--- src/rtl/calc_controller_pkg.sv ---
// Shared constants for the calculator sequencer: widths, state codes,
// arithmetic opcodes and error codes.
package calc_controller_pkg;

  localparam int INPUTWIDTH  = 32;
  localparam int OUTPUTWIDTH = 64;
  // Digits are accumulated with headroom so overflow past INPUTWIDTH is visible
  localparam int ACCWIDTH    = INPUTWIDTH + 4;

  localparam logic [2:0] ST_IDLE  = 3'd0;
  localparam logic [2:0] ST_ENTA  = 3'd1;
  localparam logic [2:0] ST_OPSEL = 3'd2;
  localparam logic [2:0] ST_ENTB  = 3'd3;
  localparam logic [2:0] ST_EXECB = 3'd4;
  localparam logic [2:0] ST_SHOW  = 3'd5;
  localparam logic [2:0] ST_ERR   = 3'd6;

  localparam logic [3:0] OP_SUM  = 4'd0;
  localparam logic [3:0] OP_SUB  = 4'd1;
  localparam logic [3:0] OP_MUL  = 4'd2;
  localparam logic [3:0] OP_DIV  = 4'd3;
  localparam logic [3:0] OP_SQRT = 4'd4;
  localparam logic [3:0] OP_POW  = 4'd5;

  localparam logic [1:0] ERR_NONE = 2'd0;
  localparam logic [1:0] ERR_DIV0 = 2'd1;
  localparam logic [1:0] ERR_TMO  = 2'd2;
  localparam logic [1:0] ERR_OP   = 2'd3;

  function automatic logic op_is_valid(input logic [3:0] op);
    return op <= OP_POW;
  endfunction

endpackage

--- src/rtl/calc_controller_operand_acc.sv ---
// Decimal accumulator shared by operands A and B; loads, appends or clears a
// digit and rejects digits above 9 or results that do not fit INPUTWIDTH.
module operand_acc
  import calc_controller_pkg::*;
(
  input  logic                  CLK,
  input  logic                  RST,
  input  logic                  i_clr,
  input  logic                  i_dig_en,
  input  logic                  i_append,
  input  logic                  i_sel_b,
  input  logic [3:0]            i_digit,
  input  logic                  i_zero_b,
  input  logic                  i_load_a,
  input  logic [INPUTWIDTH-1:0] i_load_a_val,
  output logic                  o_accept,
  output logic [INPUTWIDTH-1:0] o_a,
  output logic [INPUTWIDTH-1:0] o_b,
  output logic                  o_dig_rej
);

  logic [INPUTWIDTH-1:0] r_a;
  logic [INPUTWIDTH-1:0] r_b;
  logic                  r_dig_rej;
  logic [INPUTWIDTH-1:0] w_cur;
  logic [ACCWIDTH-1:0]   w_next;

  assign w_cur    = i_sel_b ? r_b : r_a;
  assign w_next   = i_append ? (ACCWIDTH'(w_cur) * ACCWIDTH'(10) + ACCWIDTH'(i_digit))
                             : ACCWIDTH'(i_digit);
  assign o_accept = (i_digit <= 4'd9) && (w_next[ACCWIDTH-1:INPUTWIDTH] == '0);

  always_ff @(posedge CLK or posedge RST) begin
    if (RST) begin
      r_a       <= '0;
      r_b       <= '0;
      r_dig_rej <= 1'b0;
    end else begin
      r_dig_rej <= i_dig_en && !o_accept;
      if (i_clr) begin
        r_a <= '0;
        r_b <= '0;
      end else begin
        if (i_load_a) r_a <= i_load_a_val;
        if (i_zero_b) r_b <= '0;
        if (i_dig_en && o_accept) begin
          if (i_sel_b) r_b <= w_next[INPUTWIDTH-1:0];
          else         r_a <= w_next[INPUTWIDTH-1:0];
        end
      end
    end
  end

  assign o_a       = r_a;
  assign o_b       = r_b;
  assign o_dig_rej = r_dig_rej;

endmodule

--- src/rtl/calc_controller.sv ---
// Calculator sequencer: turns keypad events into operands/opcode for the
// arithmetic unit, waits for done with a timeout, latches and chains results.
//   state | meaning
//   IDLE  | cleared, waiting for first digit of A
//   ENTA  | accumulating A
//   OPSEL | opcode latched, waiting for first digit of B
//   ENTB  | accumulating B
//   EXECB | operation issued, waiting for done or timeout
//   SHOW  | result displayed, may be chained
//   ERR   | error latched, only clr leaves
module calc_controller
  import calc_controller_pkg::*;
#(
  parameter int TIMEOUT = 64
) (
  input  logic                   CLK,
  input  logic                   RST,
  input  logic                   clr,
  input  logic                   digit_valid,
  input  logic [3:0]             digit,
  input  logic                   op_valid,
  input  logic [3:0]             op_code,
  input  logic                   eq_valid,
  output logic [INPUTWIDTH-1:0]  arith_a,
  output logic [INPUTWIDTH-1:0]  arith_b,
  output logic [2:0]             arith_state,
  output logic [3:0]             arith_opcode,
  input  logic [OUTPUTWIDTH-1:0] arith_result,
  input  logic                   arith_done,
  output logic [OUTPUTWIDTH-1:0] disp,
  output logic                   busy,
  output logic                   err,
  output logic [1:0]             err_code,
  output logic                   dig_rej
);

  localparam int              TW       = $clog2(TIMEOUT + 1);
  localparam logic [TW-1:0]   TMO_LOAD = TW'(TIMEOUT - 1);

  logic [2:0]             r_state;
  logic [3:0]             r_opcode;
  logic [OUTPUTWIDTH-1:0] r_result;
  logic [1:0]             r_err_code;
  logic [TW-1:0]          r_tmo;

  logic w_clr, w_eq, w_op, w_dig, w_op_ok;
  logic w_acc_dig, w_acc_app, w_acc_sel_b, w_zero_b, w_load_a, w_acc_ok;
  logic [INPUTWIDTH-1:0] w_a, w_b;

  // Only the highest-priority event of a cycle is acted on
  assign w_clr   = clr;
  assign w_eq    = eq_valid && !clr;
  assign w_op    = op_valid && !clr && !eq_valid;
  assign w_dig   = digit_valid && !clr && !eq_valid && !op_valid;
  assign w_op_ok = op_is_valid(op_code);

  always_comb begin
    w_acc_dig   = 1'b0;
    w_acc_app   = 1'b0;
    w_acc_sel_b = 1'b0;
    w_zero_b    = 1'b0;
    w_load_a    = 1'b0;
    if (w_dig) begin
      case (r_state)
        ST_IDLE, ST_SHOW: w_acc_dig = 1'b1;
        ST_ENTA: begin
          w_acc_dig = 1'b1;
          w_acc_app = 1'b1;
        end
        ST_OPSEL: begin
          w_acc_dig   = 1'b1;
          w_acc_sel_b = 1'b1;
        end
        ST_ENTB: begin
          w_acc_dig   = 1'b1;
          w_acc_app   = 1'b1;
          w_acc_sel_b = 1'b1;
        end
        default: w_acc_dig = 1'b0;
      endcase
    end
    if (w_op && r_state == ST_SHOW) w_load_a = 1'b1;
    if (w_op && w_op_ok && op_code != OP_SQRT &&
        (r_state == ST_ENTA || r_state == ST_SHOW)) w_zero_b = 1'b1;
  end

  operand_acc u_acc (
    .CLK          (CLK),
    .RST          (RST),
    .i_clr        (w_clr),
    .i_dig_en     (w_acc_dig),
    .i_append     (w_acc_app),
    .i_sel_b      (w_acc_sel_b),
    .i_digit      (digit),
    .i_zero_b     (w_zero_b),
    .i_load_a     (w_load_a),
    .i_load_a_val (r_result[INPUTWIDTH-1:0]),
    .o_accept     (w_acc_ok),
    .o_a          (w_a),
    .o_b          (w_b),
    .o_dig_rej    (dig_rej)
  );

  always_ff @(posedge CLK or posedge RST) begin
    if (RST) begin
      r_state    <= ST_IDLE;
      r_opcode   <= '0;
      r_result   <= '0;
      r_err_code <= ERR_NONE;
      r_tmo      <= '0;
    end else if (w_clr) begin
      r_state    <= ST_IDLE;
      r_opcode   <= '0;
      r_result   <= '0;
      r_err_code <= ERR_NONE;
      r_tmo      <= TMO_LOAD;
    end else begin
      // Counter is preloaded in every state so EXECB entry always starts fresh
      if (r_state != ST_EXECB) r_tmo <= TMO_LOAD;
      case (r_state)
        ST_IDLE: if (w_dig && w_acc_ok) r_state <= ST_ENTA;
        ST_ENTA, ST_SHOW: begin
          if (w_op) begin
            if (w_op_ok) begin
              r_opcode <= op_code;
              r_state  <= (op_code == OP_SQRT) ? ST_EXECB : ST_OPSEL;
            end else begin
              r_state    <= ST_ERR;
              r_err_code <= ERR_OP;
            end
          end else if (w_dig && w_acc_ok) begin
            r_state <= ST_ENTA;
          end
        end
        ST_OPSEL: begin
          if (w_op && w_op_ok)        r_opcode <= op_code;
          else if (w_dig && w_acc_ok) r_state  <= ST_ENTB;
        end
        ST_ENTB: begin
          if (w_eq) begin
            if (r_opcode == OP_DIV && w_b == '0) begin
              r_state    <= ST_ERR;
              r_err_code <= ERR_DIV0;
            end else begin
              r_state <= ST_EXECB;
            end
          end
        end
        ST_EXECB: begin
          if (arith_done) begin
            r_result <= arith_result;
            r_state  <= ST_SHOW;
          end else if (r_tmo == '0) begin
            r_state    <= ST_ERR;
            r_err_code <= ERR_TMO;
          end else begin
            r_tmo <= r_tmo - TW'(1);
          end
        end
        ST_ERR:  r_state <= ST_ERR;
        default: r_state <= ST_IDLE;
      endcase
    end
  end

  always_comb begin
    disp = '0;
    case (r_state)
      ST_IDLE, ST_ENTA, ST_OPSEL: disp = OUTPUTWIDTH'(w_a);
      ST_ENTB:                    disp = OUTPUTWIDTH'(w_b);
      ST_EXECB, ST_SHOW:          disp = r_result;
      default:                    disp = '0;
    endcase
  end

  assign arith_a      = w_a;
  assign arith_b      = w_b;
  assign arith_state  = r_state;
  assign arith_opcode = r_opcode;
  assign busy         = (r_state == ST_EXECB);
  assign err          = (r_state == ST_ERR);
  assign err_code     = r_err_code;

endmodule

--- config.mk ---
export PLATFORM = sky130hd
export DESIGN_NAME = calc_controller
export DESIGN_NICKNAME = d
export VERILOG_FILES = /design/src/rtl/calc_controller_pkg.sv /design/src/rtl/calc_controller_operand_acc.sv /design/src/rtl/calc_controller.sv
export SDC_FILE = /design/constraint.sdc
export NUM_CORES = 1
export LEC_CHECK = 0
export CAP_MARGIN = 30
export CORE_UTILIZATION = 58
export CTS_CLUSTER_DIAMETER = 150
export DETAILED_ROUTE_END_ITERATION = 8
export PLACE_DENSITY = 0.88
export SLEW_MARGIN = 10
export SYNTH_ARGS = -nofsm -noshare
export SYNTH_HDL_FRONTEND = slang
export SYNTH_HIERARCHICAL = 1
export SYNTH_SLANG_ARGS = --single-unit
--- constraint.sdc ---
create_clock -name CLK -period 14.3 [get_ports CLK]
set_clock_uncertainty 0.15 [all_clocks]
set_input_delay 2.86 -clock CLK [delete_from_list [all_inputs] [get_ports CLK]]
set_output_delay 2.86 -clock CLK [all_outputs]
set_load 0.02 [all_outputs]
Word-level counts from Yosys, hierarchy flattened
Cells that the tools add are included.
{"block": "op_classes", "add_sub_neg": 2, "multipliers": 1, "order_cmp": 2, "eq_ne": 21, "mux": 52, "reduce_logical": 38}
{"cell": "32-bit 2-to-1 mux", "count": 9}
{"cell": "64-bit 2-to-1 mux", "count": 3}
{"cell": "64-bit case mux with 3 select lines", "count": 1}
{"cell": "36-bit by 4-bit adder with 36-bit output", "count": 1}
{"cell": "36-bit 2-to-1 mux", "count": 1}
{"cell": "32-bit by 3-bit multiplier with 35-bit output, second input constant", "count": 1}
{"cell": "7-bit 2-to-1 mux", "count": 5}
{"cell": "32-bit logical NOT", "count": 1}
{"cell": "3-bit 2-to-1 mux", "count": 10}
{"cell": "3-bit != test, second input constant", "count": 10}
{"cell": "3-bit case mux with 6 select lines", "count": 1}
{"cell": "2-bit 2-to-1 mux", "count": 8}
{"cell": "4-bit 2-to-1 mux", "count": 4}
{"cell": "1-bit logical AND", "count": 15}
{"cell": "3-bit == test, second input constant", "count": 3}
{"cell": "1-bit 2-to-1 mux", "count": 8}
{"cell": "4-bit by 3-bit != test with 1-bit output, second input constant", "count": 2}
{"cell": "4-bit case mux with 2 select lines", "count": 1}
{"cell": "4-bit AND reduction", "count": 2}
{"cell": "2-bit OR reduction", "count": 4}
{"cell": "7-bit logical NOT", "count": 1}
{"cell": "7-bit AND reduction", "count": 1}
{"cell": "7-bit by 1-bit subtractor with 7-bit output, second input constant", "count": 1}
{"cell": "3-bit by 2-bit == test with 1-bit output, second input constant", "count": 2}
{"cell": "17 further kinds", "count": 21}
{"block": "totals", "ff_bits": 145, "inputBits": 79, "output_inout_bits": 140, "wordCells": 124}

Depth between registers and ports, before layout
Gate-level depths: netlist (run 1).
{"block": "depth", "ltp_word": 16, "mapped_depth": 25, "mapped_depth_nobuf": 21}

Modules after synthesis
The synthesis (run 1) kept the hierarchy.
{"mod": "operand_acc", "n_inst": 1, "cells_per_inst": 787, "area_per_inst_um2": 6829.0, "seq_area_each_um2": 1626.6}
{"mod": "calc_controller", "n_inst": 1, "cells_per_inst": 594, "area_per_inst_um2": 4844.6, "seq_area_each_um2": 2001.9}

Worst setup path after synthesis (run 1)
No wires, ideal clock.
{"block": "synth_timing", "path_type": "input to register", "start": "input port clr", "end": "register r_state[2] (netlist: arith_state[2])", "setup_ns": 0.134, "arrival_ns": 8.981, "t_required_ns": 14.016, "setup_slack_ns": 5.036, "path_stages": 24, "n_path_buf": 3, "cell_sequence": "or4b_2 nor2_1 clkbuf_1 buf_1 mux2_2 ha_1 ha_1 inv_1 fa_1 nand2b_1 a21oi_1 xor2_1 nand4_1 nand4b_1 or4_1 buf_2 or4_4 nor3_1 nor2_1 o21ai_0 a21oi_1 a21bo_2 a22oi_1 o22ai_1"}
{"block": "synth_between", "elab_chain_cells": 16, "elab_cells_between_ends": 26, "cone_classes": "add/sub (1); mul (1); eq/ne (4); mux (8); reduce/logical (12)"}
{"item": "start: declaration", "line": "calc_controller.sv:18", "rtl": "input logic clr,"}
{"item": "1-bit logical NOT (*)", "line": "calc_controller.sv:54", "rtl": "assign w_dig = digit_valid && !clr && !eq_valid && !op_valid;"}
{"item": "1-bit logical AND (*) (3 in series)", "line": "calc_controller.sv:54"}
{"item": "1-bit 2-to-1 mux (*)", "line": "calc_controller.sv:63", "rtl": "if (w_dig) begin"}
{"item": "via w_acc_sel_b", "line": "calc_controller.sv:47", "rtl": "logic w_acc_dig, w_acc_app, w_acc_sel_b, w_zero_b, w_load_a, w_acc_ok;"}
{"item": "32-bit 2-to-1 mux (*)", "line": "calc_controller_operand_acc.sv:28", "rtl": "assign w_cur = i_sel_b ? r_b : r_a;"}
{"item": "32-bit by 3-bit multiplier with 35-bit output (*)", "line": "calc_controller_operand_acc.sv:29", "rtl": "assign w_next = i_append ? (ACCWIDTH'(w_cur) * ACCWIDTH'(10) + ACCWIDTH'(i_digit))"}
{"item": "36-bit by 4-bit adder with 36-bit output (*)", "line": "calc_controller_operand_acc.sv:29"}
{"item": "36-bit 2-to-1 mux (*)", "line": "calc_controller_operand_acc.sv:29"}
{"item": "4-bit logical NOT (*)", "line": "calc_controller_operand_acc.sv:31", "rtl": "assign o_accept = (i_digit <= 4'd9) && (w_next[ACCWIDTH-1:INPUTWIDTH] == '0);"}
{"item": "1-bit logical AND (*)", "line": "calc_controller_operand_acc.sv:31"}
{"item": "via w_acc_ok", "line": "calc_controller.sv:47"}
{"item": "1-bit logical AND (*)", "line": "calc_controller.sv:121, calc_controller.sv:131, calc_controller.sv:137"}
{"item": "3-bit 2-to-1 mux"}
{"item": "3-bit 2-to-1 mux", "line": "calc_controller.sv:123", "rtl": "if (w_op) begin"}
{"item": "3-bit case mux with 6 select lines", "line": "calc_controller.sv:120", "rtl": "case (r_state)"}
{"item": "3-bit 2-to-1 mux", "line": "calc_controller.sv:111", "rtl": "end else if (w_clr) begin"}
{"item": "end signal: assignment", "line": "calc_controller.sv:126", "rtl": "r_state <= (op_code == OP_SQRT) ? ST_EXECB : ST_OPSEL;"}
{"item": "end: declaration", "line": "calc_controller.sv:40", "rtl": "logic [2:0] r_state;"}
Mark *: on every way through the listed nets, which the timed path passes. The rest lies on a longest branch.
A chain may end at the register's enable or synchronous reset.

Worst setup path after layout (run 1)
{"block": "layout_timing", "start": "input port eq_valid", "end": "register r_state[2] (netlist: arith_state[2])"}
{"block": "layout_between", "elab_chain_cells": 15, "elab_cells_between_ends": 23, "cone_classes": "add/sub (1); mul (1); eq/ne (3); mux (8); reduce/logical (10)"}
{"item": "start: declaration", "line": "calc_controller.sv:23", "rtl": "input logic eq_valid,"}
{"item": "1-bit logical NOT (*)", "line": "calc_controller.sv:54"}
{"item": "1-bit logical AND (*) (2 in series)", "line": "calc_controller.sv:54"}
{"item": "1-bit 2-to-1 mux (*)", "line": "calc_controller.sv:63"}
{"item": "via w_acc_sel_b", "line": "calc_controller.sv:47"}
{"item": "32-bit 2-to-1 mux (*)", "line": "calc_controller_operand_acc.sv:28"}
{"item": "32-bit by 3-bit multiplier with 35-bit output (*)", "line": "calc_controller_operand_acc.sv:29"}
{"item": "36-bit by 4-bit adder with 36-bit output (*)", "line": "calc_controller_operand_acc.sv:29"}
{"item": "36-bit 2-to-1 mux (*)", "line": "calc_controller_operand_acc.sv:29"}
{"item": "4-bit logical NOT (*)", "line": "calc_controller_operand_acc.sv:31"}
{"item": "1-bit logical AND (*)", "line": "calc_controller_operand_acc.sv:31"}
{"item": "via w_acc_ok", "line": "calc_controller.sv:47"}
{"item": "1-bit logical AND (*)", "line": "calc_controller.sv:121, calc_controller.sv:131, calc_controller.sv:137"}
{"item": "3-bit 2-to-1 mux"}
{"item": "3-bit 2-to-1 mux", "line": "calc_controller.sv:123"}
{"item": "3-bit case mux with 6 select lines", "line": "calc_controller.sv:120"}
{"item": "3-bit 2-to-1 mux", "line": "calc_controller.sv:111"}
Marks and branches as above.

==> results.txt, run 1 <==
status -> complete, no violations
layout cells sized above 1 -> 9.737%
input/output buffers -> 218
kind of capture point of the worst setup path -> flop
Async SR Flop Fraction -> 100.0%
top cells by area, synth -> dfrtp_1 31%, mux2i_1 9.6%, nand2_1 7.2%
Synthesized Nets -> 1,527
GR met3 Demand/Resource -> 7.564%
Worst Slack Setup Final -> 3897 ps
Critical Path RT -> 14,450 ps
cell with the most instances after synthesis -> nand2_1
FMAX -> 96.13 MHz
layout net count -> 1,694
R2R setup slack -> 6380 ps
Synth area leader -> dfrtp_1
Antenna Cells -> 0
DRT iter0 DRCs -> 1,296
syn_area_per_cell -> 8.453 sq um
number of flops mapped to enable cells by yosys -> 0
Post-DP HPWL -> 27,920 um
drt total wl -> 39,100 um
drt first pass iters -> 5
worst min path class -> flop to flop
Hold Worst Slack -> 366.5 ps
worst vdd rail ir drop -> 0.00009599 V
Max-cap violations -> 0
CP arrival -> 10,550 ps
Hold Crit Start -> r_result[62]
prevailing post-synth register cell -> dfrtp_1
Die Ht -> 143.9 um
GR Util met1 -> 48.80%
Clk pin slew, worst setup/hold paths -> 70 ps
Netlist cell types -> 83
met2 Resource Use GR -> 60.51%
post-cts repair resize count -> 0
gr busiest metal -> met2
drt drc -> 0
clock root buffer -> clkbuf_16
Hold Buf Count CTS -> 0
largest net degree at the start of global routing -> 80
synthesized flop and latch total -> 145
Placer Congestion -> 0.9639
Cell Rows -> 51
CTS tree -> built
PD cells -> 75.67 nW/um^2
Non-Filler Instances -> 1,826
Via density -> 6.365
clk buf depth -> 2
Setup CP Type -> primary input to flop
R2R Path Start -> arith_state[2]
vias after detailed routing -> 11,623
clock sink total -> 145
Placement Setup Slack -> 3431 ps
Num CTS Buffers -> 17
Worst Reg-to-Reg Cells -> 23
CTS H-tree lvls -> 4
# Post-CTS Setup Buffers -> 0
routed length per placed instance -> 21.41 um
Clock Latency Late Sink -> 430 ps
post-route clock period utilization -> 72.75%
synthesized cell area -> 11,670 sq um
sum of negative setup slack -> 0 ps
leakage power -> 6.182 nW
first-pass GRT wire length -> 60,270 um
antenna viol nets, final -> 0
die area -> 20,700 sq um
Synth top area share -> 31.08%
Synth top cells by count -> 223 x nand2_1, 146 x a21oi_1, 145 x dfrtp_1
initial antenna violation count -> 1
die width -> 143.9 um
worst slew pin tran -> 899.8 ps
final setup violation count -> 0
worst reg2reg endpoint -> arith_state[2]
Initial Util -> 59.59%
vias in the first global route -> 11,158
Hold EP -> r_result[62]
Max Slew Vio Count -> 0
RSZ-0062 raised after global routing -> no
Worst Hold Depth -> 2
sequential share of the synthesized area -> 31.08%
Placed Cells incl. Taps -> 1,792
num ports -> 219
Synth-to-Final Area Change -> 25.16%
CP startpoint kind -> primary input
gr ovfl total -> 0
Fin. Hold Viols -> 0
Min Clock Period, post-route -> 10,400 ps
Slew Limit Headroom -> 38.46%
gr usage total -> 37.74%
final core utilization -> 74.58%
cell count after synthesis -> 1,381
Ys Warns -> 6
core area -> 19,590 sq um
CP Max Fanout -> 33
## routing by layer
metal  up-vias  wire (um)
met5         -         13
met4         2       1643
met3       136       3912
met2       675      18140
met1      5568      15390
li1       5242          -
## worst max-delay path, stage by stage
cell	delay [ps]
clkdlybuf4s50_1	530
or4b_2	780
nor2_4	270
buf_12	260
mux2_2	400
ha_1	300
ha_1	190
inv_1	70
fa_1	450
nand2b_1	210
a21oi_1	180
xor2_1	300
nand4_1	240
nand4b_1	310
or4_1	650
or4_4	570
nor3_1	480
nor2_1	180
o21ai_0	490
a21oi_1	200
a21bo_2	250
a22oi_1	230
o22ai_1	110
## layout make-up
cell class                      count  area (sq um)
Multi-Input combinational cell   1118          7580
Fill cell                        1359          4980
Sequential cell                   145          3633
Timing Repair Buffer              237          2392
Clock buffer                       17         425.4
Tap cell                          265         331.6
Clock inverter                     15         137.6
Inverter                           29         110.1
## stage by stage
step / total power, mW / cell area (sq um)
finish: 1.106 / 14610
global route: 1.140 / 14610
CTS: 1.096 / 14570
detailed placement: 0.6687 / 14010
global placement: 0.6625 / 13940
floorplan: 0.5859 / 11670
## layout by cell type, fill, tap and decap left out, drive strengths merged, types with 23 or more instances in the layout
cell type	n
clkdlybuf4s50	217
a21oi	148
nand2	223
and2	50
xnor2	23
dfrtp	145
o21ai	53
nor2	71
mux2	48
o22ai	34
mux2i	112
inv	38
nor2b	40
ha	65
## cells by family (layout without fill, tap and decap cells)
kind of cell | Yosys count | in the layout | synth area share, %
multiplexers | 160 | 160 | 14.72
XOR/XNOR | 40 | 40 | 3.001
AND/OR/NAND/NOR | 535 | 535 | 23.11
AO/OA/AOI/OAI | 316 | 316 | 16.54
flip-flops | 145 | 145 | 31.08
adder cells (fa/ha/maj) | 67 | 67 | 7.310
buffers and inverters | 118 | 298 | 4.244
## where the power goes
part           internal [mW]  leakage, nW  total [mW]  switching [mW]
Combinational         0.0872         3.92       0.231           0.144
Clock                  0.231        0.275       0.433           0.203
Sequential             0.423         1.99       0.441          0.0177
## worst max-delay path by stage
stage | to | startpoint | slack [ps] | cells after the start
floorplan | arith_state[2] | clr | 5040 | 24
global placement | arith_state[2] | eq_valid | 3720 | 22
detailed placement | arith_state[2] | eq_valid | 3430 | 22
CTS | arith_state[2] | eq_valid | 3750 | 22
global route | arith_state[2] | eq_valid | 3610 | 23
finish | arith_state[2] | eq_valid | 3900 | 23
## flip-flops by register name (all words and copies together) (netlist names)
signal	cells
u_acc/o_a	32
u_acc/o_b	32
err_code	2
r_tmo	7
arith_state	3
u_acc/o_dig_rej	1
r_result	64
arith_opcode	4
No activity file was read; power rests on OpenSTA's default activity.
==> run 2, diff against run 1 <==
- CORE_UTILIZATION: 58 -> 49
- PLACE_DENSITY: 0.88 -> 0.79
- clock period: 14.3 -> 8.7 ns (I/O delays scaled with it)
==> results.txt, run 2 (synthesis results as in run 1) <==
post-route clock period utilization -> 95.14%
Clock Latency Late Sink -> 420 ps
Cell Rows -> 56
final core utilization -> 64.57%
vias after detailed routing -> 11,471
filler cell count -> 1,948
PD cells -> 119.6 nW/um^2
worst vdd rail ir drop -> 0.0001330 V
gr ovfl total -> 0
commonest non-fill, non-tap cell in the layout -> nand2_1
commonest non-fill, non-tap cells in the layout -> 223 x nand2_1, 217 x clkdlybuf4s50_1, 146 x a21oi_1
most used cell, CP -> buf_4
post-route cell area -> 15,110 sq um
slowest stage delay, CP -> 740 ps
Clk pin slew, worst setup/hold paths -> 60 ps
Antenna Cells -> 0
antenna viol nets, final -> 0
Num CTS Buffers -> 17
Min Clock Period, post-route -> 8277 ps
Critical Path RT -> 8830 ps
slowest CP cell -> or4b_2
CP Max Fanout -> 13
CTS H-tree lvls -> 4
worst min path class -> flop to flop
Slew Limit Headroom -> 44.30%
status -> complete, no violations
Largest Register -> r_result
Total Power Consumption -> 1.807 mW
R2R setup slack -> 1790 ps
Placer Congestion -> 0.9502
Comb power frac -> 21.6%
core area -> 23,400 sq um
layout net count -> 1,748
Reg power frac -> 39.7%
switching power share of the total -> 32.11%
leakage power -> 6.455 nW
RSZ-0062 raised after global routing -> no
Initial Util -> 49.88%
clk buf depth -> 2
P_sw -> 0.5803 mW
input/output buffers -> 218
Max Slew Vio Count -> 0
Via density -> 5.931
die width -> 156.4 um
drt first pass iters -> 7
first-pass GRT wire length -> 60,330 um
Max-cap violations -> 0
clock sink total -> 145
drt drc -> 0
initial antenna violation count -> 0
layout cells sized above 1 -> 12.76%
# Post-CTS Setup Buffers -> 0
CP startpoint kind -> primary input
CP arrival -> 8410 ps
post-cts repair resize count -> 0
Fin. Hold Viols -> 0
vias in the first global route -> 11,055
die area -> 24,450 sq um
Area after DPL -> 14,510 sq um
number of flip-flops in the largest register -> 64
Worst path top cell family by delay -> simple AND/OR/NAND/NOR gates
kind of capture point of the worst setup path -> flop
CP bufs+invs -> 4
routed length per placed instance -> 20.27 um
Post-DP HPWL -> 29,380 um
DRT iter0 DRCs -> 875
Die Ht -> 156.4 um
worst slew pin tran -> 814.5 ps
clock share of power -> 38.7%
FMAX -> 120.8 MHz
Placement Setup Slack -> 73.66 ps
sum of negative setup slack -> 0 ps
gr usage total -> 31.84%
largest net degree at the start of global routing -> 80
Synth-to-Final Area Change -> 29.44%
Setup CP Type -> primary input to flop
Worst Slack Setup Final -> 422.6 ps
CTS tree -> built
P_int -> 1.227 mW
crit path cell chain -> clkdlybuf4s50_1 -> or4b_2 -> nor2_4 -> buf_4 -> mux2_2 -> ha_1 -> ha_1 -> a21oi_1 -> o21ai_0 -> a221oi_1 -> buf_4 -> xnor2_1 -> nand3_1 -> or4_1 -> or4_4 -> nor3_1 -> nor2_1 -> o21ai_0 -> buf_4 -> a21oi_1 -> a21bo_2 -> a22oi_1 -> o22ai_1
drt total wl -> 39,200 um
final setup violation count -> 0
num ports -> 219
Hold Buf Count CTS -> 0
clock root buffer -> clkbuf_16
[run 2: worst paths after layout]
check                                from        endpoint  cells past startpoint
setup / recovery                 op_valid  arith_state[2]                     23
hold / removal               r_result[58]    r_result[58]                      2
setup reg to reg           arith_state[2]  arith_state[2]                     23
hold reg to reg              r_result[58]    r_result[58]                      2
max in group asynchronous             RST    u_acc/o_a[8]                      3
min in group asynchronous             RST    r_result[26]                      3
[run 2: worst min-delay path: stages, from the launching register on]
cell and delay, ps:
dfrtp_1 370, nand2_1 50, a21oi_1 50
[run 2: per-layer routing]
metal | vias up | share of wire (%) | global-route usage, %
met2 | 539 | 46 | 51.62
met4 | 0 | 3.0 | 11.44
met5 | - | 0 | 0
met3 | 70 | 8.4 | 5.345
met1 | 5508 | 42 | 42.69
li1 | 5354 | - | -
[run 2: metrics by stage]
step           cells  hold slack, ps
3_3_place_gp    1896           354.9
4_1_cts         1932           368.9
6_report        1934           364.4
3_5_place_dp    1900           360.1
5_1_grt         1934           385.4
2_1_floorplan   1381           338.9
[run 2: layout make-up]
cell class	count	area [sq um]	area share (%)
well taps	319	399.1	2.641
clock inverters	14	118.9	0.7866
clock buffers	18	439.2	2.906
multi-input cells	1118	7580	50.16
repair buffers	291	2830	18.73
inverters	29	110.1	0.7287
flip-flops and latches	145	3633	24.05
[run 2: power by group through the flow]
| stage | sequential [mW] | clock (mW) | combinational (mW) |
|---|---|---|---|
| floorplan | 0.731 | 0 | 0.232 |
| global placement | 0.747 | 0 | 0.349 |
| detailed placement | 0.748 | 0 | 0.357 |
| CTS | 0.736 | 0.701 | 0.359 |
| global route | 0.720 | 0.731 | 0.415 |
| finish | 0.718 | 0.699 | 0.391 |
==> edit 1 (config.mk and constraints of run 1) <==
Reset style: synchronous (`RST`), changed in 2 clocked blocks.
--- a/src/rtl/calc_controller_operand_acc.sv
+++ b/src/rtl/calc_controller_operand_acc.sv
@@ -30,7 +30,7 @@
                              : ACCWIDTH'(i_digit);
   assign o_accept = (i_digit <= 4'd9) && (w_next[ACCWIDTH-1:INPUTWIDTH] == '0);
 
-  always_ff @(posedge CLK or posedge RST) begin
+  always_ff @(posedge CLK) begin
     if (RST) begin
       r_a       <= '0;
       r_b       <= '0;
--- a/src/rtl/calc_controller.sv
+++ b/src/rtl/calc_controller.sv
@@ -101,7 +101,7 @@
     .o_dig_rej    (dig_rej)
   );
 
-  always_ff @(posedge CLK or posedge RST) begin
+  always_ff @(posedge CLK) begin
     if (RST) begin
       r_state    <= ST_IDLE;
       r_opcode   <= '0;
Formal check against the unedited RTL: differs if RST is asserted again (counterexample within 4 cycles, from zero or initial values and one cycle with RST high); with RST held inactive, the same outputs for 4 cycles.
==> edit 1 against run 1 <==
Area after synthesis is 5.3% lower. Register-to-register slack improved by 0.09 ns. Sequential cell count unchanged. Setup slack improved by 0.34 ns. Final cell count is 3.7% lower. Design area is 5.9% lower. Sequential share of layout area decreased by 3.7 points. Wire length down 7.9%. Critical path depth decreased by 1. Fmax increased by 3.4%. Via count is 1.0% lower. Utilization decreased by 1.1 points. Critical path type unchanged. Largest cell class unchanged.
Power is not compared: it rests on default switching activity, and its combinational part moved more than twofold at a synthesized area within 25%.
==> edit 1: results (changes against run 1) <==
- Run status: finished, final reports clean
- WL met3: 3740 um (-4.4%)
- Via density: 6.54 (+2.7%)
- Global-route wire length before repair: 55800 um (-7.4%)
- Total GRT Usage: 0.356 (-0.0215)
- Post-DP HPWL: 26200 um (-6.3%)
- Met2 Resource Use GR: 0.602 (-0.00356)
- Top cells by count, synth: nand2_1, dfxtp_1, a21oi_1, mux2i_1, ha_1
- Top sig layer: met4
- Final Wtd Congestion: 1.03 (+6.7%)
- Final WL: 36000 um (-7.9%)
- Sequential area share after synthesis: 0.262 (-0.0484)
- Netlist cell types: 94 (+13%)
- Met2 wire len: 16900 um (-6.6%)
- Critical Path Max Stage Delay: 0.67 ns (-0.11 ns)
- Avg Inst Size Synth: 8.19 um2 (-3.2%)
- Metal1 wirelength: 14000 um (-9.2%)
- Slowest cell on crit path: or4b_4
- Vias in the first global route: 10599 (-5.0%)
- DRT iter0 DRCs: 1058 (-18%)
- Layout cells sized above 1: 0.105 (+0.00761)
- Post-synth ARST share: 0 (-1.00)
- Nets: 1657 (-2.2%)
- Met1 Use GR: 0.448 (-0.0396)
- Crit path DAT: 10.26 ns (-0.29 ns)
- Largest net degree at the start of global routing: 78 (-2.5%)
## edit 1: changes by cell type in the layout (fill, tap and decap cells not counted), sizes merged, moves of 15 or more
cell / delta
or2: -16
dfrtp: -145
a21oi: -24
dfxtp: +145
o21ai: -16
nand2: +37
nor2b: -37
a22oi: +31
nor2: -15
## edit 1: metrics by stage
step	power (mW)	setup WS (ns)	instance area [um2]
after floorplan	0.437	5.23	11100
after global placement	0.465	4.22	13100
after detailed placement	0.466	3.98	13100
after CTS	0.903	4.36	13700
after global routing	0.924	3.88	13700
final	0.902	4.24	13700
## edit 1: worst paths after layout
path / to / cells after the start / slack (ns) / start
worst max-delay path: u_acc/o_a[6]$_SDFF_PP0_ / 22 / 4.24 / clr
worst min-delay path: r_result[53]$_SDFFE_PP0P_ / 2 / 0.30 / r_result[53]$_SDFFE_PP0P_
worst min register to register: r_result[53]$_SDFFE_PP0P_ / 2 / 0.30 / r_result[53]$_SDFFE_PP0P_
worst max register to register: u_acc/o_a[6]$_SDFF_PP0_ / 21 / 6.47 / arith_state[1]$_SDFFE_PP0P_
## edit 1: area by class of cell
class | count | area (um2) | share of cell area
inverter | 20 | 75.1 | 0.00546
timing repair buffer | 233 | 2340 | 0.171
clock buffer | 17 | 425 | 0.0310
antenna | 1 | 2.50 | 0.000182
sequential | 145 | 2910 | 0.212
tap | 234 | 293 | 0.0213
multi-input combinational | 1094 | 7530 | 0.548
clock inverter | 15 | 161 | 0.0117
## edit 1: worst register-to-register path, stage by stage, from the launching register on
cell	delay [ns]
dfxtp_2	1.00
nand2b_1	0.39
nor2_2	0.16
buf_4	0.45
mux2i_1	0.40
inv_1	0.12
ha_1	0.29
ha_1	0.21
inv_1	0.07
fa_1	0.39
nand2b_1	0.20
a21oi_2	0.25
o21ai_0	0.21
a211oi_2	0.41
nand4_1	0.21
or4_4	0.55
or4_4	0.52
o31a_1	0.29
a2bb2oi_4	0.22
o21ai_4	0.54
buf_4	0.44
mux2i_1	0.28
## edit 1: cells by family (layout without fill, tap and decap cells)
group           after synthesis  after routing  synth area share
flops                       145            145             0.262
simple gates                511            511             0.227
compound gates              310            310             0.188
fa+ha+maj                    67             67            0.0772
xor+xnor                     48             48            0.0380
mux                         158            158             0.150
other cells                   0              1                 0
buf+inv                     112            285            0.0578
## edit 1: power by group through the flow
stage / Clock [mW] / Combinational (mW) / Sequential (mW)
4_1_cts: 0.445 / 0.0505 / 0.407
6_report: 0.443 / 0.0518 / 0.407
3_3_place_gp: 0 / 0.0487 / 0.416
5_1_grt: 0.463 / 0.0545 / 0.407
3_5_place_dp: 0 / 0.0494 / 0.416
2_1_floorplan: 0 / 0.0218 / 0.416
==> edit 2 (flow settings as in run 1) <==
Made on the original files. `TIMEOUT`: 64 -> 32.
--- a/src/rtl/calc_controller.sv
+++ b/src/rtl/calc_controller.sv
@@ -11,7 +11,7 @@
 module calc_controller
   import calc_controller_pkg::*;
 #(
-  parameter int TIMEOUT = 64
+  parameter int TIMEOUT = 32
 ) (
   input  logic                   CLK,
   input  logic                   RST,
Check against the original RTL: same outputs for any inputs over 4 cycles, from zero or initial values and one cycle with RST high; that may be too few to reach the edited logic, so the function may still have changed.
==> edit 2 against run 1 <==
Power fell by 2.2%. Synthesized cell count shrank 10%. Design area down 2.1%. Setup slack gained 0.096 ns. Sequential cell count is 1 lower. Wire length shrank 1.1%. Area after synthesis shrank 3.0%. Count of clock-buffer cells in the layout is the same. Critical path type unchanged.
==> edit 2: results (changes against run 1) <==
- Run status: finished, final reports clean
- P_leak: 6.24 nW (+0.99%)
- Design Area, Final: 14300 um2 (-2.1%)
- Reg2reg end: arith_state[0]$_DFFE_PP0P_
- Non-filler cells, final: 1687 (-7.6%)
- Final Wtd Congestion: 0.962 (-0.18%)
- Initial antenna violation count: 0 (-1)
- Total GRT Usage: 0.378 (about the same)
- DRT iter0 DRCs: 1195 (-7.8%)
- Syn-to-layout area delta: 26.3%
- Netlist cell types: 85 (+2.4%)
- Sequential area share after synthesis: 0.318 (+0.00741)
- Register area: 3610 um2 (-0.76%)
- Endpoint, Worst Hold: r_result[36]$_DFFE_PP0P_
- Combinational power: 208 uW (-10%)
- Count of multi-input combinational gates: 984 (-12%)
- Largest net degree at the start of global routing: 77 (-3.8%)
- Depth of the most critical reg-to-reg path: 25 (+8.7%)
- Syn nets: 1386 (-9.2%)
- Hold Startpoint: r_result[36]$_DFFE_PP0P_
- Area contributors post-synth: dfrtp_1, mux2i_1, ha_1, a22o_1, a21oi_1
- Top cells by count, synth: dfrtp_1, mux2i_1, nand2_1, a21oi_1, nor2_1
- Post-DP HPWL: 27200 um (-2.6%)
- Final worst-path cycle share: 0.721 (-0.00669)
- Vias: 11224 (-3.4%)
- Seq cells post-synth: 144 (-0.69%)
- Placed Area: 13700 um2 (-2.5%)
- Critical Path Max Stage Delay: 0.65 ns (-0.13 ns)
- Global-route wire length before repair: 58500 um (-2.9%)
- R2R Setup Slk: 6.27 ns (-0.11 ns)
[edit 2: changes by cell type in the layout (fill, tap and decap cells not counted), moves of 3 or more]
| cell | before | now |
|---|---|---|
| nand2b_1 | 13 | 9 |
| nor4_1 | 12 | 9 |
| a22o_1 | 1 | 65 |
| buf_12 | 4 | 0 |
| o21ai_1 | 13 | 9 |
| a21oi_1 | 146 | 84 |
| o21ai_0 | 37 | 40 |
| mux2_2 | 31 | 34 |
| nand2_1 | 223 | 93 |
| nor3_1 | 13 | 18 |
| o31ai_1 | 2 | 5 |
| nor2b_1 | 40 | 44 |
[edit 2: kinds of logic after synthesis]
family,share of synthesized area
flip-flops,0.318
AND/OR/NAND/NOR,0.191
XOR/XNOR,0.0278
buffers and inverters,0.0402
multiplexers,0.154
adder cells (fa/ha/maj),0.0754
AO/OA/AOI/OAI,0.193
[edit 2: layer usage]
metal,track usage,share of wire
met5,0,0
met4,0.153,0.043
met3,0.0999,0.10
met2,0.617,0.47
met1,0.475,0.39
